## src/rtl/rv32_pkg.sv

```systemverilog
// Shared RV32 definitions: M-extension funct3 encodings, opcode and the
// multiply/divide unit state and operation-kind encodings.
package rv32_pkg;

  localparam logic [6:0] OPC_OP = 7'b0110011;

  localparam logic [2:0] MUL    = 3'b000;
  localparam logic [2:0] MULH   = 3'b001;
  localparam logic [2:0] MULHSU = 3'b010;
  localparam logic [2:0] MULHU  = 3'b011;
  localparam logic [2:0] DIV    = 3'b100;
  localparam logic [2:0] DIVU   = 3'b101;
  localparam logic [2:0] REM    = 3'b110;
  localparam logic [2:0] REMU   = 3'b111;

  typedef enum logic [1:0] {
    IDLE = 2'd0,
    CALC = 2'd1,
    DONE = 2'd2
  } mdu_state_e;

  // Which slice of the shared accumulator is returned at the end.
  typedef enum logic [1:0] {
    MDU_MUL_LO = 2'd0,
    MDU_MUL_HI = 2'd1,
    MDU_DIV    = 2'd2,
    MDU_REM    = 2'd3
  } mdu_kind_e;

endpackage

```

## src/rtl/ex_muldiv_unit.sv

```systemverilog
// Iterative RV32M multiply/divide unit for the EX stage: radix-2 shift-add
// multiply and restoring divide sharing one 2*XLEN accumulator.
module ex_muldiv_unit
  import rv32_pkg::*;
#(
  parameter int unsigned XLEN = 32
) (
  input  logic            clk,
  input  logic            rst,
  input  logic            start,
  input  logic            flush,
  input  logic [2:0]      funct3,
  input  logic [XLEN-1:0] rs1_data,
  input  logic [XLEN-1:0] rs2_data,
  output logic            mdu_stall,
  output logic            done,
  output logic [XLEN-1:0] result
);

  localparam int unsigned CNT_W = $clog2(XLEN);
  localparam int unsigned W2    = 2 * XLEN;
  localparam logic [XLEN-1:0] MIN_NEG  = {1'b1, {(XLEN-1){1'b0}}};
  localparam logic [XLEN-1:0] ALL_ONES = {XLEN{1'b1}};
  localparam logic [CNT_W-1:0] LAST_IT = CNT_W'(XLEN - 1);

  mdu_state_e      state, state_nxt;
  mdu_kind_e       kind, kind_dec;
  logic [CNT_W-1:0] counter;
  logic [W2-1:0]   acc, acc_step;
  logic [XLEN-1:0] b_reg;
  logic            neg;

  logic            accept, a_signed, b_signed, sign_dec;
  logic            div_zero, div_ovf;
  logic [XLEN-1:0] a_mag, b_mag;
  logic [XLEN:0]   mul_sum, rem_sh, div_diff;
  logic [W2-1:0]   prod_fin;
  logic [XLEN-1:0] quo_fin, rem_fin, res_fin;

  // Operand decode at accept time: magnitudes, sign flag, special cases.
  always_comb begin
    a_signed = (funct3 == MULH) || (funct3 == MULHSU) || (funct3 == DIV) || (funct3 == REM);
    b_signed = (funct3 == MULH) || (funct3 == DIV) || (funct3 == REM);
    a_mag    = (a_signed && rs1_data[XLEN-1]) ? (~rs1_data) + XLEN'(1) : rs1_data;
    b_mag    = (b_signed && rs2_data[XLEN-1]) ? (~rs2_data) + XLEN'(1) : rs2_data;

    if (funct3 == MUL)        kind_dec = MDU_MUL_LO;
    else if (!funct3[2])      kind_dec = MDU_MUL_HI;
    else if (!funct3[1])      kind_dec = MDU_DIV;
    else                      kind_dec = MDU_REM;

    if (kind_dec == MDU_REM)  sign_dec = a_signed && rs1_data[XLEN-1];
    else                      sign_dec = (a_signed && rs1_data[XLEN-1]) ^ (b_signed && rs2_data[XLEN-1]);

    div_zero = funct3[2] && (rs2_data == '0);
    div_ovf  = funct3[2] && !funct3[0] && (rs1_data == MIN_NEG) && (rs2_data == ALL_ONES);
  end

  // One multiply or divide iteration on the shared accumulator.
  always_comb begin
    mul_sum  = {1'b0, acc[W2-1:XLEN]} + {1'b0, b_reg};
    rem_sh   = acc[W2-1:XLEN-1];
    div_diff = rem_sh - {1'b0, b_reg};
    if (kind == MDU_MUL_LO || kind == MDU_MUL_HI) begin
      acc_step = acc[0] ? {mul_sum, acc[XLEN-1:1]} : {1'b0, acc[W2-1:1]};
    end else if (!div_diff[XLEN]) begin
      acc_step = {div_diff[XLEN-1:0], acc[XLEN-2:0], 1'b1};
    end else begin
      acc_step = {rem_sh[XLEN-1:0], acc[XLEN-2:0], 1'b0};
    end
  end

  // Sign correction and result selection for the DONE state.
  always_comb begin
    prod_fin = neg ? (~acc) + W2'(1) : acc;
    quo_fin  = neg ? (~acc[XLEN-1:0]) + XLEN'(1) : acc[XLEN-1:0];
    rem_fin  = neg ? (~acc[W2-1:XLEN]) + XLEN'(1) : acc[W2-1:XLEN];
    case (kind)
      MDU_MUL_LO: res_fin = prod_fin[XLEN-1:0];
      MDU_MUL_HI: res_fin = prod_fin[W2-1:XLEN];
      MDU_DIV:    res_fin = quo_fin;
      default:    res_fin = rem_fin;
    endcase
  end

  // Next state and pipeline stall.
  always_comb begin
    accept    = (state == IDLE) && start && !flush;
    mdu_stall = accept || (state == CALC);
    state_nxt = state;
    if (flush) begin
      state_nxt = IDLE;
    end else begin
      case (state)
        IDLE:    if (start) state_nxt = (div_zero || div_ovf) ? DONE : CALC;
        CALC:    if (counter == LAST_IT) state_nxt = DONE;
        DONE:    state_nxt = IDLE;
        default: state_nxt = IDLE;
      endcase
    end
  end

  always_ff @(posedge clk or posedge rst) begin
    if (rst) begin
      state   <= IDLE;
      kind    <= MDU_MUL_LO;
      counter <= '0;
      acc     <= '0;
      b_reg   <= '0;
      neg     <= 1'b0;
      done    <= 1'b0;
      result  <= '0;
    end else begin
      state <= state_nxt;
      done  <= 1'b0;
      if (flush) begin
        counter <= '0;
      end else begin
        case (state)
          IDLE: begin
            if (start) begin
              kind    <= kind_dec;
              b_reg   <= b_mag;
              counter <= '0;
              // Special divides preload the final {remainder, quotient} unsigned.
              if (div_zero) begin
                acc <= {rs1_data, ALL_ONES};
                neg <= 1'b0;
              end else if (div_ovf) begin
                acc <= {{XLEN{1'b0}}, MIN_NEG};
                neg <= 1'b0;
              end else begin
                acc <= {{XLEN{1'b0}}, a_mag};
                neg <= sign_dec;
              end
            end
          end
          CALC: begin
            acc     <= acc_step;
            counter <= (counter == LAST_IT) ? '0 : counter + CNT_W'(1);
          end
          DONE: begin
            result <= res_fin;
            done   <= 1'b1;
          end
          default: ;
        endcase
      end
    end
  end

endmodule

```

## config.mk

```make
export PLATFORM = sky130hd
export DESIGN_NAME = ex_muldiv_unit
export DESIGN_NICKNAME = d
export VERILOG_FILES = /design/src/rtl/rv32_pkg.sv /design/src/rtl/ex_muldiv_unit.sv
export SDC_FILE = /design/constraint.sdc
export NUM_CORES = 1
export LEC_CHECK = 0
export CELL_PAD_IN_SITES_DETAIL_PLACEMENT = 0
export CELL_PAD_IN_SITES_GLOBAL_PLACEMENT = 1
export CORE_UTILIZATION = 45
export DETAILED_ROUTE_END_ITERATION = 12
export PLACE_DENSITY_LB_ADDON = 0.15
export SLEW_MARGIN = 20
export SYNTH_ARGS = -nofsm -noshare
export SYNTH_HDL_FRONTEND = slang
export SYNTH_SLANG_ARGS = --single-unit
```

## constraint.sdc

```tcl
create_clock -name clk -period 5.5 [get_ports clk]
set_clock_uncertainty 0.1 [all_clocks]
set_input_delay 0.825 -clock clk [delete_from_list [all_inputs] [get_ports clk]]
set_output_delay 0.825 -clock clk [all_outputs]
set_load 0.1 [all_outputs]
```

### Word-level counts from Yosys, hierarchy flattened

Cells that the tools add are included.

* logic and storage cells: 97
* bits of input ports: 71
* bits in registers: 139
* output and inout bits: 34

* bitwise logic cells: 7
* mux-type cells: 30
* $add $sub $neg: 8
* reductions and logical operators: 29
* equality and inequality tests: 15

Operators with widths (count)
* $mux 64: 6
* $mux 32: 5
* $add 32x1->32 const B: 4
* $not 32->32: 4
* $pmux 64 s2: 1
* $pmux 32 s3: 1
* $add 64x1->64 const B: 1
* $eq 32x32->1 const B: 2
* $not 64->64: 1
* $add 32x32->33: 1
* $sub 33x32->33: 1
* $logic_not 32->1: 1
* $mux 5: 3
* $mux 2: 6
* $pmux 5 s2: 1
* $logic_and 1x1->1: 8
* $logic_or 1x1->1: 8
* $eq 2x2->1 const B: 3
* $eq 3x3->1 const B: 2
* $mux 1: 6
* $reduce_and 2->1: 3
* $reduce_and 3->1: 2
* $add 5x1->5 const B: 1
* $eq 5x5->1 const B: 1
* other kinds (14): 17

### Longest topological paths before layout

Gate-level depths: netlist (run 1).

* depth after elaboration: 10
* depth in mapped cells: 15
* mapped depth without buffers: 13

### Worst setup path after synthesis (run 1)

No wires, ideal clock.

* path type: input port to output port
* start point: input flush
* end point: output mdu_stall
* setup slack: 1960 ps
* buffers on the path: 4
* arrival: 2615 ps
* stages: 6
* required time: 4575 ps
* path through: clkbuf_1 or3_1 clkbuf_1 clkbuf_1 clkbuf_1 nand2_1

* word-level cells in the longest chain between the ends: 3

Ends and longest elaborated chain
* from (decl): line ex_muldiv_unit.sv:11 `input logic flush,`
* $logic_not 1->1: line ex_muldiv_unit.sv:88 `accept = (state == IDLE) && start && !flush;`
* $logic_and 1x1->1: line ex_muldiv_unit.sv:88
* $logic_or 1x1->1: line ex_muldiv_unit.sv:89 `mdu_stall = accept || (state == CALC);`
* to (decl): line ex_muldiv_unit.sv:15 `output logic mdu_stall,`

No other way between the ends.

### Final worst setup path (run 1)

* start point: register acc[47]
* end point: register acc[44]

* word-level cells in the longest chain between the ends: 4

Ends and longest elaborated chain
* from (decl): line ex_muldiv_unit.sv:29 `logic [W2-1:0] acc, acc_step;`
* from (signal assigned): line ex_muldiv_unit.sv:127 `acc <= {rs1_data, ALL_ONES};`
* from (signal assigned): line ex_muldiv_unit.sv:130 `acc <= {{XLEN{1'b0}}, MIN_NEG};`
* from (signal assigned): line ex_muldiv_unit.sv:133 `acc <= {{XLEN{1'b0}}, a_mag};`
* $sub 33x32->33: line ex_muldiv_unit.sv:63 `div_diff = rem_sh - {1'b0, b_reg};`
* $mux 64: line ex_muldiv_unit.sv:66 `end else if (!div_diff[XLEN]) begin`
* $mux 64: line ex_muldiv_unit.sv:64 `if (kind == MDU_MUL_LO || kind == MDU_MUL_HI) begin`
* $pmux 64 s2: line ex_muldiv_unit.sv:119 `case (state)`

No other way between the ends.
A chain may end at the register's enable or synchronous reset.

==> results of run 1 <==
[cell families after synthesis]
kind of cell             synth area share
buffers and inverters              0.0519
adder cells (fa/ha/maj)            0.0676
AND/OR/NAND/NOR                     0.188
multiplexers                       0.0600
flip-flops                          0.253
AO/OA/AOI/OAI                       0.265
XOR/XNOR                            0.114
[critical path, stage by stage (launching register included)]
cell and delay [ns]:
dfrtp_1 0.36, buf_4 0.18, ha_1 0.33, inv_1 0.11, or4_1 0.55, a311oi_2 0.29, o21ai_2 0.15, o21bai_4 0.22
a221oi_4 0.12, xnor2_4 0.61, buf_4 0.47, mux2i_1 0.26, o22ai_1 0.10, a221o_1 0.29
[final timing paths]
path | startpoint | slack, ns | to | cells past startpoint
max | acc[47]$_DFFE_PP0P_ | 1.21 | acc[44]$_DFFE_PP0P_ | 13
max reg2reg | acc[47]$_DFFE_PP0P_ | 1.21 | acc[44]$_DFFE_PP0P_ | 13
min | result[25]$_DFFE_PP0P_ | 0.38 | result[25]$_DFFE_PP0P_ | 2
max in group asynchronous | rst | 3.50 | acc[0]$_DFFE_PP0P_ | 3
min reg2reg | result[25]$_DFFE_PP0P_ | 0.38 | result[25]$_DFFE_PP0P_ | 2
min in group asynchronous | rst | 0.77 | result[5]$_DFFE_PP0P_ | 2
[routing by layer]
metal / routed length [microns] / track usage / up-vias
met1: 20900 / 0.404 / 6322
met2: 20600 / 0.479 / 452
li1: - / - / 6523
met3: 3010 / 0.0490 / 62
met5: 0 / 0 / -
met4: 986 / 0.0823 / 0
[cells in the final DEF, fill, tap and decap left out, drive strengths merged, types with 13 or more instances in the layout]
cell type,count
o21ai,196
dfrtp,139
nor3,33
nand3,32
mux2,27
nand4,21
o31ai,31
mux2i,52
a21oi,151
nor2b,17
buf,41
a21o,29
nor4,18
clkbuf,21
a31oi,25
clkdlybuf4s50,103
o21bai,13
xor2,70
nand2,228
nand2b,16
xnor2,107
a211oi,19
o41ai,13
inv,68
or4,17
nor2,119
ha,71
[final cells by class]
cell class / instances / area, sq um / area share
Multi-Input combinational cell: 1459 / 9560 / 0.609
Clock inverter: 11 / 95.1 / 0.00606
Clock buffer: 21 / 470 / 0.0300
Sequential cell: 139 / 3480 / 0.222
Inverter: 68 / 260 / 0.0166
Tap cell: 390 / 488 / 0.0311
Timing Repair Buffer: 144 / 1340 / 0.0853
[power groups by stage]
stage / combinational (mW) / clock, mW / sequential, mW
after CTS: 5.90 / 1.15 / 1.77
final: 5.98 / 1.14 / 1.78
after global routing: 6.55 / 1.19 / 1.83
after global placement: 5.86 / 0 / 1.78
after detailed placement: 5.86 / 0 / 1.79
after floorplan: 4.58 / 0 / 1.57
[stage by stage]
| stage | setup slack, ns | cells | utilization |
|---|---|---|---|
| 2_1_floorplan | 0.850 | 1778 | - |
| 3_3_place_gp | 1.29 | 2200 | 0.506 |
| 3_5_place_dp | 1.21 | 2200 | 0.507 |
| 4_1_cts | 1.26 | 2232 | 0.525 |
| 5_1_grt | 1.02 | 2232 | 0.525 |
| 6_report | 1.21 | 2232 | 0.525 |
==> results.yml, run 1 <==
status:
  run_status: "finished clean"
placement:
  port_buffers: 104
  placed_area_sq_um: 15100
  hpwl_microns: 35300
  place_congestion: 0.926
synth:
  ys_top_cells_by_area: "dfrtp_1, xnor2_1, ha_1"
  synth_cells: 1778
  yosysMostFrequentCell: "nand2_1"
  synth.net_count: 1922
  yosys.area.top_type: "dfrtp_1"
  synth.avg_cell_area_sq_um: 7.73
  yosysSeqAreaShare: 0.253
  synth_edf_count: 0
  ys_ff_latch: 139
  netlist_area_sq_um: 13700
  postSynth.asyncResetShare: 1.00
  ys_types: 85
  ys.flop_type: "dfrtp_1"
  synthTopCellsByCount: "nand2_1, o21ai_0, a21oi_1, dfrtp_1, nor2_1"
  netlist.area_leader.share: 0.253
  yosys_warnings: 0
route:
  post-route-drc-count: 0
  vias: 13400
  drt-total-wl_microns: 45500
  dr.pass1.iters: 5
  vias_per_cell: 5.99
  ant_nets: 0
  wl_per_cell_microns: 20.4
  first_iter_violations: 982
grt:
  grt_usage: 0.296
  first_global_vias: 12600
  grt_max_degree: 72
  grt_pass1_wl_microns: 71400
  gr-total-overflow: 0
  antenna_found_initial: 0
timing:
  setup_viol: 0
  fin_tns_setup_ns: 0
  min_period_ns: 4.29
  slew_headroom: 0.283
  hold_viol: 0
  fin_crit_sh: 0.780
  fmax_mhz: 233
  final_max_slew_viol_count: 0
  whs_ns: 0.377
  grt_setup_unrepaired: "false"
  worst_pin_slew_ns: 1.07
hold_path:
  hp-class: "reg2reg"
layout:
  largest_register_ffs: 64
  fin_area_sq_um: 15700
  nNetsFinal: 1973
  n_antenna_cell: 0
  drive_above_1_share: 0.0738
  syn_to_final_growth_pct: 14.3
  fill_cells: 2964
clock_network:
  cts-resized-gates: 0
  hold_buffers: 0
  htree_num_levels: 4
  clockRootBuffer: "clkbuf_16"
  clk_path_buf_depth: 2
  post_cts_buffers: 0
  cts_made_buffers: 17
  clk_latency_ns: 0.45
  path_clk_slew_ns: 0.06
  cts_tree: "yes"
  cts.sinks: 139
floorplanning:
  core_area_sq_um: 29900
  die_h_microns: 177
  ios: 105
  die_area_sq_um: 31200
  rows: 63
  die_x_microns: 177
  initial_core_util: 0.460
worst_setup_path:
  critPathLaunchType: "register"
  worstPathRequired_ns: 5.73
  path_class: "reg2reg"
  arrival_ns: 4.52
  end_kind: "register"
  crit_fanout: 26
power:
  leakage_nw: 6.48
  p_clk_frac: 0.128
  pwr-share-seq: 0.200
  p_int_mw: 4.40
  combPwrFrac: 0.672
  p_sw_frac: 0.506
  p_per_area_nw_per_um2: 567
  peakVddDrop_mv: 0.267
  totalPowerFinal_mw: 8.91
  p_sw_mw: 4.50
flow_run:
  drv_cap: 0
Power figures use the tool's default switching activity.
==> inputs of run 2 (changes only) <==
- clock period: 5.5 -> 4.3 ns (I/O delays scaled with it)
==> run 2 against run 1 <==
Compared with the run above:
- critical path depth fell by 1
- combinational power rose by 31%
- fmax rose by 14%
- global-route usage fell by 0.46 points
- sequential cell count did not move
- final cell count rose by 0.81%
- power rose by 31%
- via count rose by 0.85%
- routed wire length fell by 0.69%
- non-clock buffer count rose by 18
- sequential share of layout area fell by 0.27 points
==> results.yml, run 2 (same netlist as run 1, synthesis figures left out) <==
layout:
  largest_register_ffs: 64
  final_common_cell: "nand2_1"
  fin_area_sq_um: 15900
  drive_above_1_share: 0.0817
  fill_cells: 2962
  nNetsFinal: 1991
  syn_to_final_growth_pct: 15.7
  n_antenna_cell: 0
  layout_common_cells: "nand2_1, o21ai_0, a21oi_1"
floorplanning:
  ios: 105
  die_x_microns: 177
  core_area_sq_um: 29900
  die_area_sq_um: 31200
  initial_core_util: 0.460
  die_h_microns: 177
  rows: 63
worst_setup_path:
  critPathLaunchType: "register"
  arrival_ns: 3.98
  worstPathRequired_ns: 4.53
  crit_fanout: 5
  path_class: "reg2reg"
  end_kind: "register"
  rrSetupSlack_ns: 0.55
power:
  p_per_area_nw_per_um2: 732
  p_sw_mw: 5.78
  p_clk_frac: 0.134
  peakVddDrop_mv: 0.374
  p_int_mw: 5.86
  pwr-share-seq: 0.192
  leakage_nw: 6.59
  p_sw_frac: 0.497
  combPwrFrac: 0.674
clock_network:
  clk_path_buf_depth: 2
  cts_made_buffers: 17
  cts-resized-gates: 0
  clockRootBuffer: "clkbuf_16"
  post_cts_buffers: 0
  path_clk_slew_ns: 0.06
  hold_buffers: 0
  clk_latency_ns: 0.44
  cts_tree: "yes"
  htree_num_levels: 4
  cts.sinks: 139
timing:
  slew_headroom: 0.354
  hold_viol: 0
  min_period_ns: 3.75
  worst_pin_slew_ns: 0.967
  fmax_mhz: 266
  final_max_slew_viol_count: 0
  setup_viol: 0
  grt_setup_unrepaired: "false"
  fin_crit_sh: 0.873
  fin_tns_setup_ns: 0
grt:
  first_global_vias: 12500
  gr-total-overflow: 0
  grt_usage: 0.291
  grt_max_degree: 140
  antenna_found_initial: 0
  grt_pass1_wl_microns: 70300
route:
  vias_per_cell: 5.99
  first_iter_violations: 1058
  dr.pass1.iters: 5
  drt-total-wl_microns: 45100
  ant_nets: 0
  post-route-drc-count: 0
  vias: 13500
  wl_per_cell_microns: 20.1
placement:
  hpwl_microns: 35000
  placed_area_sq_um: 15300
  port_buffers: 104
  place_congestion: 0.947
flow_run:
  drv_cap: 0
hold_path:
  hp-class: "reg2reg"
status:
  run_status: "finished clean"
-- run 2: changes by cell type in the layout (fill, tap and decap cells not counted), sizes merged --
| cell | delta |
|---|---|
| clkinv | -3 |
| inv | -1 |
| bufinv | +2 |
| buf | +18 |
| clkinvlp | +2 |
-- run 2: path summary, 6_finish.rpt --
| kind | start | to | cells after the start |
|---|---|---|---|
| setup reg to reg | b_reg[1]$_DFFE_PP0P_ | acc[62]$_DFFE_PP0P_ | 12 |
| hold / removal | result[15]$_DFFE_PP0P_ | result[15]$_DFFE_PP0P_ | 1 |
| min in group asynchronous | rst | result[3]$_DFFE_PP0P_ | 3 |
| max in group asynchronous | rst | b_reg[21]$_DFFE_PP0P_ | 3 |
| setup / recovery | b_reg[1]$_DFFE_PP0P_ | acc[62]$_DFFE_PP0P_ | 12 |
| hold reg to reg | result[15]$_DFFE_PP0P_ | result[15]$_DFFE_PP0P_ | 1 |
-- run 2: final cells by class --
type                       instances  area [sq um]  share of cell area
timing repair buffer             162          1500              0.0943
sequential                       139          3480               0.219
clock inverter                    11           144             0.00905
tap                              390           488              0.0307
multi-input combinational       1459          9560               0.602
inverter                          68           259              0.0163
clock buffer                      21           460              0.0290
-- run 2: per-stage QoR --
step / utilization / hold slack, ns / power (mW) / setup slack, ns / instances
after floorplan: - / 0.375 / 7.87 / 1.02 / 1778
after global placement: 0.512 / 0.358 / 9.88 / 0.435 / 2218
after detailed placement: 0.512 / 0.365 / 9.90 / 0.418 / 2218
after CTS: 0.532 / 0.378 / 11.5 / 0.575 / 2250
after global routing: 0.532 / 0.394 / 12.5 / 0.365 / 2250
final: 0.532 / 0.375 / 11.6 / 0.547 / 2250
-- run 2: power by group through the flow --
| stage | sequential, mW | combinational (mW) | clock [mW] |
|---|---|---|---|
| 2_1_floorplan | 2.01 | 5.86 | 0 |
| 3_3_place_gp | 2.23 | 7.64 | 0 |
| 3_5_place_dp | 2.24 | 7.66 | 0 |
| 4_1_cts | 2.22 | 7.71 | 1.57 |
| 5_1_grt | 2.28 | 8.57 | 1.62 |
| 6_report | 2.24 | 7.85 | 1.55 |
-- run 2: routing by layer --
metal / vias up / wire, microns / global-route usage
li1: 6606 / - / -
met1: 6364 / 21200 / 0.407
met2: 452 / 20500 / 0.471
met3: 51 / 2480 / 0.0281
met4: 0 / 1020 / 0.0898
met5: - / 0 / 0
-- run 2: worst max-delay path, stage by stage, from the launching register on --
cell     delay (ns)
dfrtp_1        0.53
ha_1           0.30
a21oi_1        0.34
nor2b_1        0.13
a31oi_1        0.28
o21ai_0        0.29
a31oi_1        0.37
o31ai_1        0.14
buf_4          0.17
a31o_2         0.23
a221o_1        0.35
mux2i_1        0.13
o31a_1         0.27
